## config.mk

```make
export PLATFORM = sky130hd
export DESIGN_NAME = kb_uart_rx
export DESIGN_NICKNAME = d
export VERILOG_FILES = /design/src/rtl/kb_uart_rx.sv
export SDC_FILE = /design/constraint.sdc
export NUM_CORES = 1
export LEC_CHECK = 0
export CAP_MARGIN = 20
export CORE_MARGIN = 10
export CORE_UTILIZATION = 50
export DETAILED_ROUTE_END_ITERATION = 8
export PLACE_DENSITY = 0.74
export SLEW_MARGIN = 20
export SYNTH_ARGS = -nofsm -noshare
export SYNTH_HDL_FRONTEND = slang
export SYNTH_SLANG_ARGS = --single-unit
```

## constraint.sdc

```tcl
create_clock -name clk -period 1.9 [get_ports clk]
set_clock_uncertainty 0.2 [all_clocks]
set_input_delay 0.475 -clock clk [delete_from_list [all_inputs] [get_ports clk]]
set_output_delay 0.475 -clock clk [all_outputs]
set_load 0.005 [all_outputs]
```

## src/rtl/kb_uart_rx.sv

```systemverilog
// kb_uart_rx: 8N1 UART receiver presenting 7-bit characters to the keyboard FIFO.
// Define KB_UART_RX_PARITY_EN to receive 8E1 frames with even-parity checking.
module kb_uart_rx #(
    parameter int CLK_FREQ  = 100_000_000,
    parameter int BAUD_RATE = 115200
) (
    input  logic       clk,
    input  logic       reset_n,
    input  logic       rx,
    input  logic       buf_full,
    output logic [6:0] rx_data,
    output logic       rx_write,
    output logic       frame_err,
    output logic       overrun,
    output logic       rx_busy
);
    localparam int DIV_RAW = CLK_FREQ / (BAUD_RATE * 16);
    localparam int DIV     = (DIV_RAW < 1) ? 1 : DIV_RAW;
    localparam int DW      = (DIV > 1) ? $clog2(DIV) : 1;

    typedef enum logic [2:0] {
        S_IDLE,
        S_START,
        S_DATA,
`ifdef KB_UART_RX_PARITY_EN
        S_PARITY,
`endif
        S_STOP,
        S_BREAK
    } state_t;

    state_t        r_state;
    state_t        w_next;
    logic [1:0]    r_sync;
    logic [DW-1:0] r_div;
    logic [3:0]    r_tcnt;
    logic [2:0]    r_bidx;
    logic [7:0]    r_shift;
    logic          w_rxs;
    logic          w_tick;
    logic          w_mid;
    logic          w_bit_end;
    logic          w_shift_en;
    logic          w_write;
    logic          w_ferr;
    logic          w_par_bad;

    assign w_rxs     = r_sync[1];
    assign w_tick    = r_div == DW'(DIV - 1);
    assign w_mid     = w_tick && r_tcnt == 4'd7;
    assign w_bit_end = w_tick && r_tcnt == 4'd15;

    always_ff @(posedge clk or negedge reset_n) begin
        if (!reset_n) begin
            r_sync <= 2'b11;
        end else begin
            r_sync <= {r_sync[0], rx};
        end
    end

    // Counters are held at zero in IDLE so sampling is phase-aligned to the start edge.
    always_ff @(posedge clk or negedge reset_n) begin
        if (!reset_n) begin
            r_div   <= '0;
            r_tcnt  <= '0;
            r_bidx  <= '0;
            r_shift <= '0;
        end else begin
            r_div  <= (r_state == S_IDLE || w_tick) ? '0 : r_div + DW'(1);
            r_tcnt <= (r_state == S_IDLE || (r_state == S_START && w_mid)) ? '0 : r_tcnt + 4'(w_tick);
            r_bidx <= (r_state == S_IDLE) ? '0 : r_bidx + 3'(w_shift_en);
            if (w_shift_en) r_shift <= {w_rxs, r_shift[7:1]};
        end
    end

`ifdef KB_UART_RX_PARITY_EN
    logic r_par_bad;

    always_ff @(posedge clk or negedge reset_n) begin
        if (!reset_n) begin
            r_par_bad <= 1'b0;
        end else if (r_state == S_PARITY && w_bit_end) begin
            r_par_bad <= ^{r_shift, w_rxs};
        end
    end

    assign w_par_bad = r_par_bad;
`else
    assign w_par_bad = 1'b0;
`endif

    always_ff @(posedge clk or negedge reset_n) begin
        if (!reset_n) begin
            r_state <= S_IDLE;
        end else begin
            r_state <= w_next;
        end
    end

    always_comb begin
        w_next     = r_state;
        w_shift_en = 1'b0;
        w_write    = 1'b0;
        w_ferr     = 1'b0;
        case (r_state)
            S_IDLE:  w_next = w_rxs ? S_IDLE : S_START;
            S_START: w_next = !w_mid ? S_START : (w_rxs ? S_IDLE : S_DATA);
            S_DATA: begin
                w_shift_en = w_bit_end;
`ifdef KB_UART_RX_PARITY_EN
                if (w_bit_end && r_bidx == 3'd7) w_next = S_PARITY;
`else
                if (w_bit_end && r_bidx == 3'd7) w_next = S_STOP;
`endif
            end
`ifdef KB_UART_RX_PARITY_EN
            S_PARITY: w_next = w_bit_end ? S_STOP : S_PARITY;
`endif
            S_STOP: begin
                if (w_bit_end) begin
                    w_write = w_rxs && !w_par_bad;
                    w_ferr  = !w_rxs || w_par_bad;
                    w_next  = w_rxs ? S_IDLE : S_BREAK;
                end
            end
            // A line held low must return high before a new start edge is accepted.
            S_BREAK: w_next = w_rxs ? S_IDLE : S_BREAK;
            default: w_next = S_IDLE;
        endcase
    end

    always_ff @(posedge clk or negedge reset_n) begin
        if (!reset_n) begin
            rx_data   <= '0;
            rx_write  <= 1'b0;
            frame_err <= 1'b0;
            overrun   <= 1'b0;
            rx_busy   <= 1'b0;
        end else begin
            rx_data   <= w_write ? r_shift[6:0] : rx_data;
            rx_write  <= w_write;
            frame_err <= w_ferr;
            overrun   <= w_write && buf_full;
            rx_busy   <= w_next != S_IDLE;
        end
    end
endmodule

```

==> impl_metrics.env <==
export IMPL_status="finished with violations"
export IMPL_violations="setup timing"
export IMPL_finalSetupViolCount=24
export IMPL_yosys_top_cells_area="dfrtp_1 (53%), mux2_4 (7.3%), mux2_2 (4.8%)"
export IMPL_route_detailed_drc=0
export IMPL_clkTransAtPathRegs_ns=0.13
export IMPL_gr_usage_met1=0.1252
export IMPL_finalMaxSlewViolations=0
export IMPL_viasPerCell=5.149
export IMPL_multi_input_area_um2=817.0
export IMPL_synth_top_cell_area_share=0.5348
export IMPL_ir_worst_vdd_mv=0.4867
export IMPL_cp_start_kind="register"
export IMPL_n_fill_cell=226
export IMPL_max_slew_margin_rel=0.8132
export IMPL_finalWorstSetupSlack_ns=-0.2715
export IMPL_dr_total_vias=1107
export IMPL_layout_common_cells="dfrtp_1 (35), buf_4 (20), mux2_4 (15)"
export IMPL_synthSimpleGateAreaFrac=0.1581
export IMPL_worstSetupPathType="reg2reg"
export IMPL_synth_compound_area_share=0.03743
export IMPL_fin_crit_ns=2.171
export IMPL_synthCells=128
export IMPL_ant_nets=0
export IMPL_max_freq_mhz=460.5
export IMPL_grtUsageTotal=0.1114
export IMPL_grt_busiest_layer="met2"
export IMPL_drv_cap=0
export IMPL_drt_total_wl_um=3404
export IMPL_tightest_slew_ns=0.2781
export IMPL_cts_root_buf="clkbuf_4"
export IMPL_synthFlopType="dfrtp_1"
export IMPL_grt_util_met2=0.1839
export IMPL_synth_fa_ha_area_frac=0.04584
export IMPL_leakagePower_nw=1.163
export IMPL_fin_crit_sh=1.143
export IMPL_synth_top_family_by_area="simple AND/OR/NAND/NOR gates"
export IMPL_dieArea_um2=5965
export IMPL_syn_area_per_cell_um2=12.80
export IMPL_hold_path_class="reg2reg"
export IMPL_final_common_cell="dfrtp_1"
export IMPL_io_buffer_count=14
export IMPL_nets=180
export IMPL_synthXorXnorAreaFrac=0.04278
export IMPL_mappedNetlistArea_um2=1638
export IMPL_arrival_ns=2.24
export IMPL_grt_ovfl_total=0
export IMPL_cts_tree="built"
export IMPL_cts_max_level=2
export IMPL_hpwl_um=2196
export IMPL_place_area_um2=1967
export IMPL_antenna_cells=0
export IMPL_drtIter0Drc=58
export IMPL_die_y_um=77.24
export IMPL_start_util=0.5278
export IMPL_synth_largest_area_cell="dfrtp_1"
export IMPL_std_cell_rows=20
export IMPL_register_area_um2=928.4
export IMPL_postLayoutCellArea_um2=2260
export IMPL_hold_viol_final=0
export IMPL_powerDensity_nw_per_um2=610.3
export IMPL_syn_to_final_growth_pct=37.97
export IMPL_rsz0062_at_grt="true"
export IMPL_clk_path_buf_depth=2
export IMPL_place_ws_ns=-0.1902
export IMPL_antenna_found_initial=0
export IMPL_synth_edff_count=0
export IMPL_die_x_um=77.24
export IMPL_synth_cell_type_count=35
export IMPL_critPathMaxFanout=3
export IMPL_grt_max_degree=38
export IMPL_gp_routability_congestion=0.7536
export IMPL_cts_made_buffers=5
export IMPL_grt_pass1_vias=1143
export IMPL_clk_latency_ns=0.35
export IMPL_io_pins=15
export IMPL_first_pass_iters=4
export IMPL_async_flop_share=1.000
export IMPL_coreArea_um2=3103
export IMPL_use_met3=0.04662
export IMPL_ys_ff_latch=37
export IMPL_drive_gt1_frac=0.4211
export IMPL_end_kind="register"
export IMPL_ys_warnings_count=0
export IMPL_synthMuxAreaShare=0.1215
export IMPL_numClockSinks=37
export IMPL_grt_pass1_wl_um=5354
export IMPL_postCtsHoldBufs=0
export IMPL_synth_seq_area_share=0.5668
export IMPL_worstPathRequired_ns=1.97
export IMPL_power_total_mw=1.379
export IMPL_synth_nets=138
export IMPL_avgRoutedWirePerCell_um=15.83
-- critical path, cell delays in order (launching register included) --
cell and delay [ns]:
dfrtp_1 0.39, inv_1 0.06, ha_2 0.16, nand4_1 0.17, buf_4 0.21, or4b_4 0.55
o211a_1 0.26, o211ai_1 0.11
-- cell usage after synthesis (all sizes together) (2+ instances only) --
master and count:
nor2 16, buf 3, and2 5, clkbuf 2
nand3 5, dfrtp 35, inv 2, o31ai 2
nor2b 3, xnor2 4, mux2 15, or4b 2
o211a 2, xor2 4, dfstp 2, ha 6
nand4 2, nand2 6
-- final timing paths --
check | startpoint | cells past startpoint | end | slack, ns
max reg2reg | r_div[1] | 7 | rx_busy | -0.27
max in group asynchronous | reset_n | 2 | r_sync[0] | 0.96
min | r_sync[0] | 0 | r_sync[1] | 0.17
min in group asynchronous | reset_n | 2 | r_bidx[1] | 0.27
min reg2reg | r_sync[0] | 0 | r_sync[1] | 0.17
max | r_div[1] | 7 | rx_busy | -0.27
-- layer usage --
layer	routed length (um)	vias up	part of all wire
met5	0	-	0
met4	12	0	0.0035
met3	171	2	0.050
met2	1789	26	0.53
met1	1431	553	0.42
li1	-	526	-
-- registers in the layout (all words and copies together) (netlist names) --
register and count:
frame_err 1, r_div 6, r_shift 8, rx_busy 1, rx_data 7, r_state 3, overrun 1, r_tcnt 4
r_bidx 3, r_sync 2, rx_write 1
-- area by class of cell --
type / count / share of cell area
multi-input cells: 84 / 0.3616
clock inverters: 3 / 0.02049
repair buffers: 40 / 0.1628
well taps: 44 / 0.02436
flip-flops and latches: 37 / 0.4109
clock buffers: 5 / 0.01661
inverters: 2 / 0.003322
-- cell families (layout without fill, tap and decap cells) --
group                    count (synthesis)  in the layout
AO/OA/AOI/OAI                            8              8
buffers and inverters                    7             50
multiplexers                            15             15
AND/OR/NAND/NOR                         47             47
adder cells (fa/ha/maj)                  6              6
flip-flops                              37             37
XOR/XNOR                                 8              8
-- power breakdown --
part           total [mW]  internal (mW)  switching (mW)
clock               0.557          0.279           0.278
sequential          0.795          0.791         0.00333
combinational      0.0275         0.0107          0.0168
-- timing repair --
action | 4_1_cts | 5_1_grt
buffers inserted | 4 | 3
resized for setup | 14 | 33
pin swaps | 3 | 14
endpoints found under the setup margin | 26 | 31
cloned | 1 | 1
-- metrics by stage --
| stage | std cells | hold slack (ns) | utilization | setup TNS, ns |
|---|---|---|---|---|
| finish | 215 | 0.1675 | 0.7282 | -3.665 |
| global route | 215 | 0.1722 | 0.7282 | -6.854 |
| CTS | 213 | 0.1687 | 0.6770 | -1.917 |
| detailed placement | 200 | 0.1481 | 0.6339 | -2.421 |
| global placement | 200 | 0.1485 | 0.6339 | -1.663 |
| floorplan | 128 | -0.02059 | - | -0.9597 |
(Power assumes the default switching activity.)
